### src/rtl/median_filter_ctrl_pkg.sv
// median_filter_ctrl_pkg: default pixel/address widths and the filter FSM state encoding
package median_filter_ctrl_pkg;
  localparam int DATA_W_DEF = 8;
  localparam int ADDR_W_DEF = 8;
  typedef enum logic [3:0] {IDLE, ADDR, RD, CAP, MED1, MED2, MED3, WADDR, WR, NEXT, DONE} state_t;
endpackage

### src/rtl/median_filter_ctrl_if.sv
// median_filter_ctrl_if: start/busy/done, window read (addr_*_r, rd, win_p1..p9) and filtered write (addr_*_w, cl_pixel, wr); master = filter, slave = memory/host
interface median_filter_ctrl_if #(
  parameter int DATA_W = median_filter_ctrl_pkg::DATA_W_DEF,
  parameter int ADDR_W = median_filter_ctrl_pkg::ADDR_W_DEF
);
  logic start, busy, done, rd, wr;
  logic [ADDR_W-1:0] addr_row_r, addr_col_r, addr_row_w, addr_col_w;
  logic [DATA_W-1:0] win_p1, win_p2, win_p3, win_p4, win_p5, win_p6, win_p7, win_p8, win_p9;
  logic [DATA_W-1:0] cl_pixel;
  modport master (
    input  start, win_p1, win_p2, win_p3, win_p4, win_p5, win_p6, win_p7, win_p8, win_p9,
    output busy, done, rd, wr, addr_row_r, addr_col_r, addr_row_w, addr_col_w, cl_pixel
  );
  modport slave (
    output start, win_p1, win_p2, win_p3, win_p4, win_p5, win_p6, win_p7, win_p8, win_p9,
    input  busy, done, rd, wr, addr_row_r, addr_col_r, addr_row_w, addr_col_w, cl_pixel
  );
endinterface

### src/rtl/median_filter_ctrl_core.sv
// median3x3_core: three-stage 3x3 median sort network advancing on en; clk, rst (sync, active-low), en, win (p1..p9, p1 at index 0) in, med out
module median3x3_core
  import median_filter_ctrl_pkg::*;
#(
  parameter int DATA_W = DATA_W_DEF
) (
  input  logic                   clk,
  input  logic                   rst,
  input  logic                   en,
  input  logic [8:0][DATA_W-1:0] win,
  output logic [DATA_W-1:0]      med
);
  typedef logic [DATA_W-1:0] px_t;
  logic [2:0][2:0][DATA_W-1:0] row;
  px_t mx_lo, md_mid, mn_hi;
  function automatic px_t mn(input px_t a, input px_t b);
    return a < b ? a : b;
  endfunction
  function automatic px_t mx(input px_t a, input px_t b);
    return a < b ? b : a;
  endfunction
  function automatic px_t md(input px_t a, input px_t b, input px_t c);
    return mx(mn(a, b), mn(mx(a, b), c));
  endfunction
  always_ff @(posedge clk)
    if (!rst) begin
      row    <= '0;
      mx_lo  <= '0;
      md_mid <= '0;
      mn_hi  <= '0;
      med    <= '0;
    end else if (en) begin
      for (int i = 0; i < 3; i++) begin
        row[i][0] <= mn(mn(win[3*i], win[3*i+1]), win[3*i+2]);
        row[i][1] <= md(win[3*i], win[3*i+1], win[3*i+2]);
        row[i][2] <= mx(mx(win[3*i], win[3*i+1]), win[3*i+2]);
      end
      mx_lo  <= mx(mx(row[0][0], row[1][0]), row[2][0]);
      md_mid <= md(row[0][1], row[1][1], row[2][1]);
      mn_hi  <= mn(mn(row[0][2], row[1][2]), row[2][2]);
      med    <= md(mx_lo, md_mid, mn_hi);
    end
endmodule

### src/rtl/median_filter_ctrl.sv
// median_filter_ctrl: raster 3x3 median pass over image memory; clk, rst (sync, active-low), bus (start/busy/done, window read, filtered write)
module median_filter_ctrl
  import median_filter_ctrl_pkg::*;
#(
  parameter int DATA_W   = DATA_W_DEF,
  parameter int ADDR_W   = ADDR_W_DEF,
  parameter int IMG_SIZE = 256
) (
  input logic                  clk,
  input logic                  rst,
  median_filter_ctrl_if.master bus
);
  localparam logic [ADDR_W-1:0] LAST = ADDR_W'(IMG_SIZE - 3);
  state_t state;
  logic [ADDR_W-1:0] r, c, nr, nc;
  logic [8:0][DATA_W-1:0] win;
  logic [DATA_W-1:0] med;
  logic en, last;
  assign last = r == LAST && c == LAST;
  assign nc   = c == LAST ? '0 : c + 1'b1;
  assign nr   = c == LAST ? r + 1'b1 : r;
  assign en   = state inside {MED1, MED2, MED3};
  assign bus.cl_pixel = med;
  median3x3_core #(.DATA_W(DATA_W)) u_core (
    .clk(clk),
    .rst(rst),
    .en (en),
    .win(win),
    .med(med)
  );
  always_ff @(posedge clk)
    if (!rst) begin
      state          <= IDLE;
      r              <= '0;
      c              <= '0;
      win            <= '0;
      bus.busy       <= 1'b0;
      bus.done       <= 1'b0;
      bus.rd         <= 1'b0;
      bus.wr         <= 1'b0;
      bus.addr_row_r <= '0;
      bus.addr_col_r <= '0;
      bus.addr_row_w <= '0;
      bus.addr_col_w <= '0;
    end else begin
      bus.done <= 1'b0;
      bus.rd   <= 1'b0;
      bus.wr   <= 1'b0;
      case (state)
        IDLE: if (bus.start) begin
          state          <= ADDR;
          r              <= '0;
          c              <= '0;
          bus.busy       <= 1'b1;
          bus.addr_row_r <= '0;
          bus.addr_col_r <= '0;
        end
        ADDR: begin
          state  <= RD;
          bus.rd <= 1'b1;
        end
        RD:   state <= CAP;
        CAP: begin
          state <= MED1;
          win   <= {bus.win_p9, bus.win_p8, bus.win_p7, bus.win_p6, bus.win_p5,
                    bus.win_p4, bus.win_p3, bus.win_p2, bus.win_p1};
        end
        MED1: state <= MED2;
        MED2: state <= MED3;
        MED3: begin
          state          <= WADDR;
          bus.addr_row_w <= r + 1'b1;
          bus.addr_col_w <= c + 1'b1;
        end
        WADDR: begin
          state  <= WR;
          bus.wr <= 1'b1;
        end
        WR:   state <= NEXT;
        NEXT: if (last) begin
          state    <= DONE;
          bus.busy <= 1'b0;
          bus.done <= 1'b1;
        end else begin
          state          <= ADDR;
          r              <= nr;
          c              <= nc;
          bus.addr_row_r <= nr;
          bus.addr_col_r <= nc;
        end
        DONE:    state <= IDLE;
        default: state <= IDLE;
      endcase
    end
endmodule

### src/flat_wrapper.sv
// flat-port wrapper written by rule: the top's interface ports become plain ports
module median_filter_ctrl_flat import median_filter_ctrl_pkg::*;
#(
  parameter int DATA_W   = DATA_W_DEF,
  parameter int ADDR_W   = ADDR_W_DEF,
  parameter int IMG_SIZE = 256
)
  (clk, rst, bus_start, bus_win_p1, bus_win_p2, bus_win_p3, bus_win_p4, bus_win_p5, bus_win_p6, bus_win_p7, bus_win_p8, bus_win_p9, bus_busy, bus_done, bus_rd, bus_wr, bus_addr_row_r, bus_addr_col_r, bus_addr_row_w, bus_addr_col_w, bus_cl_pixel);
  median_filter_ctrl_if #(.DATA_W(DATA_W), .ADDR_W(ADDR_W)) bus_i ();
  input logic clk;
  input logic rst;
  input wire logic [$bits(bus_i.start)-1:0] bus_start;
  input wire logic [$bits(bus_i.win_p1)-1:0] bus_win_p1;
  input wire logic [$bits(bus_i.win_p2)-1:0] bus_win_p2;
  input wire logic [$bits(bus_i.win_p3)-1:0] bus_win_p3;
  input wire logic [$bits(bus_i.win_p4)-1:0] bus_win_p4;
  input wire logic [$bits(bus_i.win_p5)-1:0] bus_win_p5;
  input wire logic [$bits(bus_i.win_p6)-1:0] bus_win_p6;
  input wire logic [$bits(bus_i.win_p7)-1:0] bus_win_p7;
  input wire logic [$bits(bus_i.win_p8)-1:0] bus_win_p8;
  input wire logic [$bits(bus_i.win_p9)-1:0] bus_win_p9;
  output wire logic [$bits(bus_i.busy)-1:0] bus_busy;
  output wire logic [$bits(bus_i.done)-1:0] bus_done;
  output wire logic [$bits(bus_i.rd)-1:0] bus_rd;
  output wire logic [$bits(bus_i.wr)-1:0] bus_wr;
  output wire logic [$bits(bus_i.addr_row_r)-1:0] bus_addr_row_r;
  output wire logic [$bits(bus_i.addr_col_r)-1:0] bus_addr_col_r;
  output wire logic [$bits(bus_i.addr_row_w)-1:0] bus_addr_row_w;
  output wire logic [$bits(bus_i.addr_col_w)-1:0] bus_addr_col_w;
  output wire logic [$bits(bus_i.cl_pixel)-1:0] bus_cl_pixel;
  assign bus_i.start = bus_start;
  assign bus_i.win_p1 = bus_win_p1;
  assign bus_i.win_p2 = bus_win_p2;
  assign bus_i.win_p3 = bus_win_p3;
  assign bus_i.win_p4 = bus_win_p4;
  assign bus_i.win_p5 = bus_win_p5;
  assign bus_i.win_p6 = bus_win_p6;
  assign bus_i.win_p7 = bus_win_p7;
  assign bus_i.win_p8 = bus_win_p8;
  assign bus_i.win_p9 = bus_win_p9;
  assign bus_busy = bus_i.busy;
  assign bus_done = bus_i.done;
  assign bus_rd = bus_i.rd;
  assign bus_wr = bus_i.wr;
  assign bus_addr_row_r = bus_i.addr_row_r;
  assign bus_addr_col_r = bus_i.addr_col_r;
  assign bus_addr_row_w = bus_i.addr_row_w;
  assign bus_addr_col_w = bus_i.addr_col_w;
  assign bus_cl_pixel = bus_i.cl_pixel;
  median_filter_ctrl #(.DATA_W(DATA_W), .ADDR_W(ADDR_W), .IMG_SIZE(IMG_SIZE)) u_core (.clk(clk), .rst(rst), .bus(bus_i));
endmodule
### config.mk
export PLATFORM = sky130hd
export DESIGN_NAME = median_filter_ctrl_flat
export DESIGN_NICKNAME = d
export VERILOG_FILES = /design/src/rtl/median_filter_ctrl_pkg.sv /design/src/rtl/median_filter_ctrl_if.sv /design/src/rtl/median_filter_ctrl_core.sv /design/src/rtl/median_filter_ctrl.sv /design/src/flat_wrapper.sv
export SDC_FILE = /design/constraint.sdc
export NUM_CORES = 1
export LEC_CHECK = 0
export ABC_AREA = 1
export BUFFER_PORTS_ARGS = -buffer_cell sky130_fd_sc_hd__buf_2
export CAP_MARGIN = 10
export CORE_ASPECT_RATIO = 0.5
export CORE_MARGIN = 2
export CORE_UTILIZATION = 40
export CTS_CLUSTER_SIZE = 20
export DETAILED_ROUTE_END_ITERATION = 8
export PLACE_DENSITY_LB_ADDON = 0.3
export SYNTH_ARGS = -nofsm -noshare
export SYNTH_HDL_FRONTEND = slang
export SYNTH_SLANG_ARGS = --single-unit
### constraint.sdc
create_clock -name clk -period 7.2 [get_ports clk]
set_clock_uncertainty 0.2 [all_clocks]
set_input_delay 0 -clock clk [delete_from_list [all_inputs] [get_ports clk]]
set_output_delay 0 -clock clk [all_outputs]
set_load 0.01 [all_outputs]
==> impl_metrics.yaml <==
placed_design:
  hpwl_mm: 27.6
  portBuffers: 118
  place_congestion: 0.865
  dp.cells: 2599
grt:
  grt_pass1_wl_mm: 62.3
  grt_pass1_vias: 12400
  grt_use_total: 0.205
  grt_max_degree: 105
  overflow: 0
  antenna_found_initial: 0
worst_hold_path:
  worstHoldPathCells: 4
  hold_path_end: "u_core.win[0]$_SDFFE_PN0P_"
  min_from: "bus_win_p1[0]"
  hp-class: "input pin to flip-flop"
pwr:
  vdd_drop_max_mv: 0.235
  internal_power_uw: 2750
  p_comb_frac: 0.486
  seqPwrFrac: 0.261
  clkPwrFrac: 0.253
  p_leak_uw: 0.00746
  swShare: 0.443
  power_switching_uw: 2180
  p_per_area_nw_per_um2: 294
critical_path:
  crit_top_cell: "a21oi_1"
  cp_cell_sequence: "inv_1, ha_1, a21oi_1, o21a_1, nand2_2, o21ai_0, ha_1, a21oi_1, nor2_1, a211oi_1, nand2_2, o21ai_0, ha_1, a21oi_1, nor2_1, a211oi_2, nand2_4, nand2_1, nand3_1, a21oi_1"
  r2r_slack_ns: 2.15
  crit_arrival_ns: 5.32
  required_ns: 7.47
  start_kind: "flip-flop"
  slowest_stage: "o21ai_0"
  reg2reg_to: "u_core.u_core.row[12]$_SDFFE_PN0P_"
  reg2reg_depth: 20
  crit_family: "compound AO/OA/AOI/OAI gates"
  rr_startpoint: "u_core.win[15]$_SDFFE_PN0P_"
  cp_num_buf_inv: 1
  crit_fanout: 31
  worstSetupPathType: "flip-flop to flip-flop"
  cp_slowest_stage_delay_ns: 0.52
  cp-end-kind: "flip-flop"
synthesis:
  synthArstFlopShare: 0
  ys_top_cells_by_area: "dfxtp_1 30%, ha_1 14%, nand2_1 14%"
  netlist_area_um2: 14200
  yosysWarnings: 0
  avgSynthCellArea_um2: 6.79
  synthesis.instances: 2091
  synth_nets: 2324
  synth_top_cell_by_area: "dfxtp_1"
  synth_edf_count: 0
  yosysUniqueCellTypes: 34
  synth_top_cell_area_share: 0.305
  synth_ff_type: "dfxtp_1"
  ys_ff_latch: 216
  yosysSeqAreaShare: 0.305
finish:
  drive_above_1_share: 0.0957
  regArea_um2: 4320
  syn_to_final_growth_pct: 18.1
  n_antenna_cell: 0
  final_nets: 2474
  layout.cells.non_filler: 2732
  multi_input_area_um2: 8410
  nFillCells: 3586
cts:
  cts_max_level: 1
  cts_buffers: 23
  clockBufferDepth: 3
  numClockSinks: 216
  post_cts_buffers: 0
  cts_root_buffer: "clkbuf_16"
  clk_pin_slew_worst_paths_ns: 0.07
  cts_tree: "yes"
  clk_latency_ns: 0.54
floorplanning:
  core.rowCount: 48
  ioPinCount: 119
  die_h_um: 137
  die_area_um2: 37100
  core_um2: 34700
  initial_core_util: 0.409
  dieWidth_um: 270
timing:
  rsz0062_at_grt: "no"
  setup_violations: 0
  hold_slack_ns: 0.0762
  post-route-period-util: 0.702
  clock.fmax_ghz: 0.198
  hold_viol: 0
  report.final.slew_viol_count: 0
  min_period_ns: 5.05
  finalSetupTns_ns: 0
  slew_headroom: 0.273
  worstMarginPinSlew_ns: 1.09
drt:
  wire_per_inst_um: 13.9
  route.detailed.drc: 0
  via_count: 13800
  drtPass1Iterations: 6
  via_per_inst: 5.04
  drt_iter0_markers: 826
  wl_mm: 38.1
  ant_nets: 0
run:
  maxCapViolations: 0
status:
  status: "finished, final reports clean"
## sequential cells by signal, indices dropped and copies added (netlist names), 4 cells and up
register / count
u_core.win: 72
u_core.bus.addr_row_w: 8
u_core.u_core.md_mid: 8
u_core.bus.addr_col_r: 8
u_core.u_core.mn_hi: 8
u_core.u_core.row: 72
u_core.bus.addr_row_r: 8
u_core.state: 4
u_core.u_core.mx_lo: 8
u_core.u_core.med: 8
u_core.bus.addr_col_w: 8
## worst register-to-register path: stages (launching register included)
cell,delay [ns]
dfxtp_1,0.32
inv_1,0.07
ha_1,0.29
a21oi_1,0.16
o21a_1,0.18
nand2_2,0.28
o21ai_0,0.52
ha_1,0.34
a21oi_1,0.13
nor2_1,0.05
a211oi_1,0.33
nand2_2,0.27
o21ai_0,0.31
ha_1,0.30
a21oi_1,0.14
nor2_1,0.06
a211oi_2,0.52
nand2_4,0.15
nand2_1,0.09
nand3_1,0.10
a21oi_1,0.17
## through the flow
| step | utilization | area (µm²) | total power, µW | setup WS, ns |
|---|---|---|---|---|
| after floorplan | - | 14200 | 3270 | 2.81 |
| after CTS | 0.483 | 16800 | 4960 | 2.17 |
| after global routing | 0.483 | 16800 | 5420 | 1.47 |
| after global placement | 0.434 | 15100 | 3620 | 2.25 |
| after detailed placement | 0.434 | 15100 | 3670 | 2.17 |
| final | 0.483 | 16800 | 4930 | 2.15 |
## layout make-up
type / instances / area share
multi-input cells: 1496 / 0.502
flip-flops and latches: 216 / 0.258
repair buffers: 216 / 0.0929
inverters: 288 / 0.0647
clock buffers: 31 / 0.0397
well taps: 475 / 0.0355
clock inverters: 10 / 0.00709
## cells in the final DEF, fill, tap and decap left out, types with 3 or more instances in the layout
| cell | n |
|---|---|
| buf_4 | 6 |
| nor2_1 | 57 |
| or2_2 | 4 |
| nand2_1 | 515 |
| a211oi_2 | 5 |
| dfxtp_1 | 216 |
| xor2_1 | 9 |
| nand2_2 | 20 |
| o211a_1 | 5 |
| nor4_1 | 3 |
| o21a_1 | 7 |
| a211oi_1 | 10 |
| buf_2 | 118 |
| dlygate4sd3_1 | 92 |
| a21oi_1 | 261 |
| clkbuf_16 | 23 |
| o211ai_1 | 50 |
| nand3_1 | 125 |
| ha_1 | 158 |
| nand4_1 | 7 |
| clkinv_2 | 7 |
| o211ai_2 | 6 |
| o21ai_1 | 9 |
| nand2_4 | 12 |
| o21ai_0 | 222 |
| inv_1 | 283 |
| clkbuf_8 | 6 |
## cells in the mapped netlist (2+ instances only)
library cell	n
nand3b_1	2
o211ai_2	6
nand3_1	125
o211ai_1	50
clkbuf_1	64
clkinv_1	3
o21ai_1	9
nor4_1	3
nand4_1	7
o21ai_0	222
inv_2	2
inv_1	283
buf_2	23
nor3_1	2
o21a_1	7
a211oi_1	10
xor2_1	9
a21oi_1	261
nand2_1	515
or2_2	4
nor2_1	58
a211oi_2	5
nand2_2	20
ha_1	158
buf_1	3
o211a_1	5
nand2_4	12
dfxtp_1	216
xnor2_1	2
## kinds of logic after synthesis
group / synth area share
buf+inv: 0.103
compound gates: 0.224
xor+xnor: 0.00679
simple gates: 0.222
fa+ha+maj: 0.139
flops: 0.305
## layer usage
metal  vias to the layer above  share of wire  GRT usage
met5                         -              0          0
met2                       260           0.43      0.327
met1                      6223           0.51      0.298
met3                        48          0.048     0.0249
li1                       7225              -          -
met4                         0          0.018     0.0393
## power by group through the flow
stage | clock network (µW) | logic (µW) | registers (µW)
after floorplan | 0 | 1970 | 1310
after global placement | 0 | 2300 | 1310
after detailed placement | 0 | 2350 | 1310
after CTS | 1280 | 2400 | 1290
after global routing | 1320 | 2810 | 1290
final | 1250 | 2400 | 1290
## repair_timing
item,in CTS,in global routing
hold endpoints to repair,85,0
hold buffers,92,0
resized for setup,0,0
## how the worst max path moves through the flow
stage	start	endpoint	slack, ns	cells past startpoint
floorplan	u_core.win[39]$_SDFFE_PN0P_	u_core.u_core.row[32]$_SDFFE_PN0P_	2.81	25
global placement	u_core.win[15]$_SDFFE_PN0P_	u_core.u_core.row[12]$_SDFFE_PN0P_	2.25	20
detailed placement	u_core.win[15]$_SDFFE_PN0P_	u_core.u_core.row[12]$_SDFFE_PN0P_	2.17	20
CTS	u_core.win[15]$_SDFFE_PN0P_	u_core.u_core.row[12]$_SDFFE_PN0P_	2.17	20
global route	u_core.win[9]$_SDFFE_PN0P_	u_core.u_core.row[12]$_SDFFE_PN0P_	1.47	23
finish	u_core.win[15]$_SDFFE_PN0P_	u_core.u_core.row[12]$_SDFFE_PN0P_	2.15	20
Power figures use the tool's default switching activity.
